<file path="src/rtl/req_arbiter8.sv">
// 8-way request arbiter with hold limit and one-cycle turnaround between owners.
// Define ARB_ROUND_ROBIN_EN for rotating priority; default is fixed priority (bit 7 highest).
module req_arbiter8 #(
  parameter int unsigned MAX_HOLD = 16
) (
  input  logic       clk,
  input  logic       reset,
  input  logic [7:0] req,
  input  logic       done,
  output logic [7:0] gnt,
  output logic [2:0] gnt_id,
  output logic       gnt_valid,
  output logic       timeout
);

  typedef enum logic [1:0] {
    IDLE    = 2'd0,
    GRANT   = 2'd1,
    RELEASE = 2'd2
  } state_t;

  localparam logic [7:0] HOLD_LIM = 8'(MAX_HOLD - 1);

  state_t     state_q, state_d;
  logic [7:0] gnt_q, gnt_d;
  logic [2:0] gnt_id_q, gnt_id_d;
  logic       gnt_valid_q, gnt_valid_d;
  logic       timeout_q, timeout_d;
  logic [7:0] hold_cnt_q, hold_cnt_d;
  logic [2:0] sel_id;
  logic       any_req;

`ifdef ARB_ROUND_ROBIN_EN
  logic [2:0] last_id_q, last_id_d;

  // Later (smaller k) hits overwrite, so the first in search order wins.
  always_comb begin
    sel_id = 3'd0;
    for (int k = 8; k >= 1; k--) begin
      if (req[last_id_q - 3'(k)]) sel_id = last_id_q - 3'(k);
    end
  end
`else
  always_comb begin
    sel_id = 3'd0;
    for (int i = 0; i < 8; i++) begin
      if (req[i]) sel_id = 3'(i);
    end
  end
`endif

  assign any_req = |req;

  always_comb begin
    state_d     = state_q;
    gnt_d       = gnt_q;
    gnt_id_d    = gnt_id_q;
    gnt_valid_d = gnt_valid_q;
    timeout_d   = 1'b0;
    hold_cnt_d  = hold_cnt_q;
`ifdef ARB_ROUND_ROBIN_EN
    last_id_d   = last_id_q;
`endif
    unique case (state_q)
      GRANT: begin
        if (done || !req[gnt_id_q]) begin
          state_d     = RELEASE;
          gnt_d       = 8'd0;
          gnt_id_d    = 3'd0;
          gnt_valid_d = 1'b0;
          hold_cnt_d  = 8'd0;
        end else if (hold_cnt_q == HOLD_LIM) begin
          state_d     = RELEASE;
          gnt_d       = 8'd0;
          gnt_id_d    = 3'd0;
          gnt_valid_d = 1'b0;
          hold_cnt_d  = 8'd0;
          timeout_d   = 1'b1;
        end else begin
          hold_cnt_d  = hold_cnt_q + 8'd1;
        end
      end
      default: begin
        if (any_req) begin
          state_d     = GRANT;
          gnt_d       = 8'd1 << sel_id;
          gnt_id_d    = sel_id;
          gnt_valid_d = 1'b1;
          hold_cnt_d  = 8'd0;
`ifdef ARB_ROUND_ROBIN_EN
          last_id_d   = sel_id;
`endif
        end else begin
          state_d     = IDLE;
          gnt_d       = 8'd0;
          gnt_id_d    = 3'd0;
          gnt_valid_d = 1'b0;
          hold_cnt_d  = 8'd0;
        end
      end
    endcase
  end

  always_ff @(posedge clk) begin
    if (reset) begin
      state_q     <= IDLE;
      gnt_q       <= 8'd0;
      gnt_id_q    <= 3'd0;
      gnt_valid_q <= 1'b0;
      timeout_q   <= 1'b0;
      hold_cnt_q  <= 8'd0;
`ifdef ARB_ROUND_ROBIN_EN
      last_id_q   <= 3'd0;
`endif
    end else begin
      state_q     <= state_d;
      gnt_q       <= gnt_d;
      gnt_id_q    <= gnt_id_d;
      gnt_valid_q <= gnt_valid_d;
      timeout_q   <= timeout_d;
      hold_cnt_q  <= hold_cnt_d;
`ifdef ARB_ROUND_ROBIN_EN
      last_id_q   <= last_id_d;
`endif
    end
  end

  assign gnt       = gnt_q;
  assign gnt_id    = gnt_id_q;
  assign gnt_valid = gnt_valid_q;
  assign timeout   = timeout_q;

endmodule

</file>
<file path="config.mk">
export PLATFORM = sky130hd
export DESIGN_NAME = req_arbiter8
export DESIGN_NICKNAME = d
export VERILOG_FILES = /design/src/rtl/req_arbiter8.sv
export SDC_FILE = /design/constraint.sdc
export NUM_CORES = 1
export LEC_CHECK = 0
export ABC_AREA = 0
export CAP_MARGIN = 20
export CORE_MARGIN = 2
export CORE_UTILIZATION = 51
export CTS_CLUSTER_DIAMETER = 150
export DETAILED_ROUTE_END_ITERATION = 16
export PLACE_DENSITY = 0.79
export SETUP_SLACK_MARGIN = 0.02
export SLEW_MARGIN = 40
export SYNTH_ARGS = -nofsm -noshare
export SYNTH_HDL_FRONTEND = slang
export SYNTH_SLANG_ARGS = --single-unit
export TNS_END_PERCENT = 50
</file>
<file path="constraint.sdc">
create_clock -name clk -period 2.42 [get_ports clk]
set_input_delay 0.484 -clock clk [delete_from_list [all_inputs] [get_ports clk]]
set_output_delay 0.484 -clock clk [all_outputs]
set_load 0.02 [all_outputs]
</file>
==> results of run 1 <==
## placed cells by master (no fill, tap or decap), types with 2 or more instances in the layout
master	netlist	layout
a21oi_1	2	2
buf_4	0	3
clkbuf_4	0	3
clkdlybuf4s50_1	0	23
dfxtp_1	22	22
inv_1	15	15
mux2i_1	3	3
nand2_1	8	8
nand2b_1	2	2
nand3_1	2	2
nand4_1	2	2
nor2_1	14	14
nor2b_1	3	3
nor4_1	2	2
o21ai_0	6	6
o22ai_1	4	4
o31ai_1	2	2
xnor2_1	3	3
xor2_1	3	3
## metrics by stage
stage          setup WS [ns]  hold slack, ns  cell area (um2)  utilization  std cells
4_1_cts                0.434           0.444             1300        0.676        167
2_1_floorplan          0.691           0.413             1020            -        115
3_5_place_dp           0.125           0.429             1280        0.664        164
3_3_place_gp           0.208           0.426             1280        0.664        164
5_1_grt                0.361           0.478             1300        0.676        167
6_report               0.450           0.440             1300        0.676        167
## state kept, by name, indices dropped and copies added (netlist names)
name        count
gnt             8
gnt_id          3
hold_cnt_q      8
state_q         2
timeout         1
## path summary, 6_finish.rpt
check | from | endpoint | cells after the start
setup / recovery | gnt_id[0]$_SDFFE_PP0P_ | gnt_id[0] | 1
setup reg to reg | gnt_id[0]$_SDFFE_PP0P_ | gnt[4]$_SDFFE_PP0P_ | 5
hold reg to reg | hold_cnt_q[0]$_SDFF_PP0_ | hold_cnt_q[0]$_SDFF_PP0_ | 1
hold / removal | hold_cnt_q[0]$_SDFF_PP0_ | hold_cnt_q[0]$_SDFF_PP0_ | 1
## logic make-up (layout without fill, tap and decap cells)
family / count (synthesis) / in the layout / synth area share
simple gates: 42 / 42 / 0.226
flops: 22 / 22 / 0.431
compound gates: 21 / 21 / 0.152
buf+inv: 19 / 44 / 0.0869
xor+xnor: 6 / 6 / 0.0514
mux: 4 / 4 / 0.0404
fa+ha+maj: 1 / 1 / 0.0122
## power by group
group	leakage [nW]	switching (mW)	internal [mW]
Sequential	0.179	0.0151	0.377
Clock	0.0138	0.108	0.0582
Combinational	0.265	0.0733	0.0690
## final cells by class
class | count | area (um2)
Sequential cell | 22 | 440
Tap cell | 27 | 33.8
Timing Repair Buffer | 26 | 253
Multi-Input combinational cell | 74 | 493
Inverter | 15 | 56.3
Clock buffer | 3 | 22.5
Fill cell | 150 | 623
## synthesized netlist by cell type, types with 3 or more instances
cell,n,share of area
nor2_1,14,0.051
mux2i_1,3,0.029
nand2_1,8,0.029
o21ai_0,6,0.029
nor2b_1,3,0.018
o22ai_1,4,0.024
xor2_1,3,0.026
inv_1,15,0.055
dfxtp_1,22,0.43
xnor2_1,3,0.026
## routing by layer
layer / vias to the layer above / global-route usage
met5: - / 0
met4: 0 / 0.138
met3: 8 / 0.0368
met2: 26 / 0.285
met1: 392 / 0.270
li1: 440 / -
==> metrics, run 1 <==
min Tclk post-route=1.97 ns; CP bufs+invs=1; startpoint types=flop; Crit path max-delay family=buffers and inverters; CTS Root Cell=clkbuf_4; vias per cell=5.19; layout cells sized above 1=0.100; clock latency on the worst-skew pair=0.32 ns; number of enable flip-flop cells after synthesis=0; Max Used Layer=met4; Num CTS Buffers=3; Routed wire per std cell=12.6 um; status=completed; width of the die=48.8 um; Main synth FF type=dfxtp_1; clk_skew=0.0159 ns; routed wire length=2110 um; vias in the first global route=889; final period utilization=0.814; Ant. Diodes=0; DRC Markers=0; Critical-path top delay cell=clkdlybuf4s50_1; Synth cell types=36; Final Max Tran Viols=0; critical path arrival=1.49 ns; PwrDens=540 nW/um2; IO buf count=23; Power Total=701 uW; post-CTS setup buffers=0; RSZ-0062 raised after global routing=no; Crit Path Class=flop to output pin; CTS tree=built; H-Tree Depth=1; GR Util All Layers=0.199; DRT met1 WL=1030 um; max-cap viol count=0; relative slew slack=0.573; crit end category=output pin; CTS Buffer Depth=2; VDD IR-drop max=0.000333 V; PostCTS Resize Cnt=0; Post-CTS Hold Buffers=0; # setup viols final=0; crit-path max cell delay=0.66 ns; pin count of the biggest net entering global routing=13; Synth Net Count=127; I/O pin count=24; area of the mapped netlist=1020 um2; DR pass1 iterations=4; flop-to-flop setup slack=0.81 ns; die area=2380 um2; metal3 WL=93 um; CTS Sinks=22; Seq/Total Area, Yosys=0.431; row cnt=16; Core ar.=1920 um2; Initial Utilization=0.532; TNS Setup=0 ns; asr flop ratio synth=0; Mapped Cells=115; flop and latch count out of synthesis=22; dpl hpwl=1570 um; crit-path cells=clkdlybuf4s50_1; Routability Congestion=0.811; WP data required=1.94 ns; Post-DRT Antenna Nets=0; Avg Cell Area, Syn=8.89 um2; Pleak=0.458 nW; via count=866; Met2 Wirelength=911 um; clock-pin slew on the worst setup and hold paths=0.12 ns; endpoints failing hold=0; HP Class=flop to flop; Slew @ Worst Pin=0.634 ns; Initial DRC Count=18; area delta synth->final=27.1%; FMAX=508 MHz; initial antenna violation count=0; Yosys warning total=0; grt total ovfl=0; first-pass GRT wire length=3680 um; Die H=48.8 um; Layout Nets=154; Crit Path Max Fanout=6
Note: power is estimated with default switching activity, not from simulation.
==> inputs of run 2 (changes only) <==
CORE_UTILIZATION = 43   (was 51)
PLACE_DENSITY = 0.71   (was 0.79)
clock period = 1.6 ns   (was 2.42 ns; I/O delays follow)
==> run 2 against run 1 <==
Routed wire length increased by 13%. Count of clock-buffer cells in the layout unchanged. Clock skew decreased by 0.013 ns. First-iteration DRC count increased by 72%. Non-clock buffer count increased by 16. Largest power group unchanged.
==> metrics, run 2 (synthesis gave the netlist of run 1 again) <==
area delta synth->final=43.1%; status=completed; busiest grt layer=met2; most common cell after layout, fill and taps aside=dfxtp_1; DRC Markers=0; # setup viols final=0; endpoints failing hold=0; first-pass GRT wire length=3770 um; grt total ovfl=0; Pleak=0.654 nW; layout cells sized above 1=0.256; VDD IR-drop max=0.000636 V; CTS Buffer Depth=2; Ant. Diodes=0; Initial DRC Count=31; Core ar.=2230 um2; Routability Congestion=0.816; die area=2780 um2; min Tclk post-route=1.55 ns; relative slew slack=0.732; pin count of the biggest net entering global routing=12; row cnt=17; CP bufs+invs=1; met3 GRT Util=0.0629; routed wire length=2370 um; CTS Root Cell=clkbuf_4; Post-DRT Antenna Nets=0; final period utilization=0.967; Crit Path Class=flop to output pin; Layout Nets=170; Post-CTS Hold Buffers=0; max-cap viol count=0; grt met2 use=0.296; vias in the first global route=890; DR pass1 iterations=5; clock-pin slew on the worst setup and hold paths=0.11 ns; commonest non-fill, non-tap cells in the layout=dfxtp_1 (21), buf_4 (17), inv_1 (15), nor2_1 (14), dlygate4sd2_1 (10); Slew @ Worst Pin=0.399 ns; clk_skew=0.00260 ns; H-Tree Depth=1; width of the die=52.8 um; GR Util All Layers=0.188; dpl hpwl=1790 um; critical path arrival=1.23 ns; Die H=52.8 um; clock latency on the worst-skew pair=0.29 ns; IO buf count=23; via count=950; PwrDens=748 nW/um2; WP data required=1.28 ns; Num CTS Buffers=3; RSZ-0062 raised after global routing=yes; crit-path cells=clkdlybuf4s50_1; crit-path max cell delay=0.59 ns; FMAX=647 MHz; Crit path max-delay family=buffers and inverters; Routed wire per std cell=12.9 um; Final Max Tran Viols=0; Critical-path top delay cell=clkdlybuf4s50_1; CTS tree=built; vias per cell=5.16; I/O pin count=24; CTS Sinks=22; startpoint types=flop; TNS Setup=0 ns; initial antenna violation count=0; Fin Hold WS=0.389 ns; M1 GR Usage=0.238; Crit Path Max Fanout=2; crit end category=output pin; Initial Utilization=0.458; HP Class=input port to flop
==> run 2: cell types whose count changed in the layout (fill, tap and decap cells not counted), sizes merged <==
cell / change
clkbuf: +2
buf: +16
clkdlybuf4s50: -17
dlygate4sd2: +10
dlymetal6s2s: +5
==> run 2: area by class of cell <==
class,instances,area [um2]
tap,28,35.0
inverter,15,56.3
fill,188,771
clock buffer,3,22.5
timing repair buffer,42,370
sequential,22,444
multi-input combinational,74,534
==> run 2: path summary, 6_finish.rpt <==
path / end / startpoint / depth (start not counted) / slack, ns
worst max-delay path: gnt_valid / state_q[0]$_SDFFE_PP0P_ / 1 / 0.05
worst min register to register: hold_cnt_q[0]$_SDFF_PP0_ / hold_cnt_q[0]$_SDFF_PP0_ / 1 / 0.46
worst min-delay path: gnt[7]$_SDFFE_PP0P_ / req[7] / 4 / 0.39
worst max register to register: gnt[1]$_SDFFE_PP0P_ / gnt_id[0]$_SDFFE_PP0P_ / 5 / 0.10
==> run 2: routing by layer <==
layer / vias to the layer above / routed length, um / part of all wire
li1: 471 / - / -
met1: 451 / 1120 / 0.47
met2: 24 / 1120 / 0.47
met3: 4 / 97 / 0.041
met4: 0 / 33 / 0.014
met5: - / 0 / 0
==> run 2: power by group <==
| group | total [mW] | internal, mW | switching [mW] |
|---|---|---|---|
| combinational | 0.265 | 0.134 | 0.131 |
| sequential | 0.593 | 0.571 | 0.0220 |
| clock | 0.236 | 0.0876 | 0.148 |
==> run 2: worst reg2reg max path: stages, from the launching register on <==
cell and delay (ns):
dfxtp_4 0.39, mux2i_2 0.16, a221oi_2 0.31, nand4_1 0.23, buf_6 0.21, o22ai_1 0.14
==> run 2: through the flow <==
| step | utilization | instances | power [mW] | setup WS, ns | instance area (um2) |
|---|---|---|---|---|---|
| 4_1_cts | 0.627 | 182 | 1.09 | -0.0192 | 1400 |
| 3_3_place_gp | 0.613 | 177 | 0.847 | -0.450 | 1370 |
| 2_1_floorplan | - | 115 | 0.728 | 0.0355 | 1020 |
| 3_5_place_dp | 0.613 | 177 | 0.852 | -0.557 | 1370 |
| 5_1_grt | 0.655 | 184 | 1.14 | -0.00452 | 1460 |
| 6_report | 0.655 | 184 | 1.09 | 0.0535 | 1460 |
==> run 2: what timing repair did <==
action | 4_1_cts | 5_1_grt
buffers inserted | 1 | 2
setup endpoints to repair | 29 | 22
pin swaps | 4 | 5
gates cloned | 1 | 0
gates resized for setup | 17 | 20
==> inputs of run 3 (changes only) <==
CAP_MARGIN = unset   (was 20)
==> results of run 3 <==
Same layout as run 2: the final DEF is identical, and so are final timing and power.
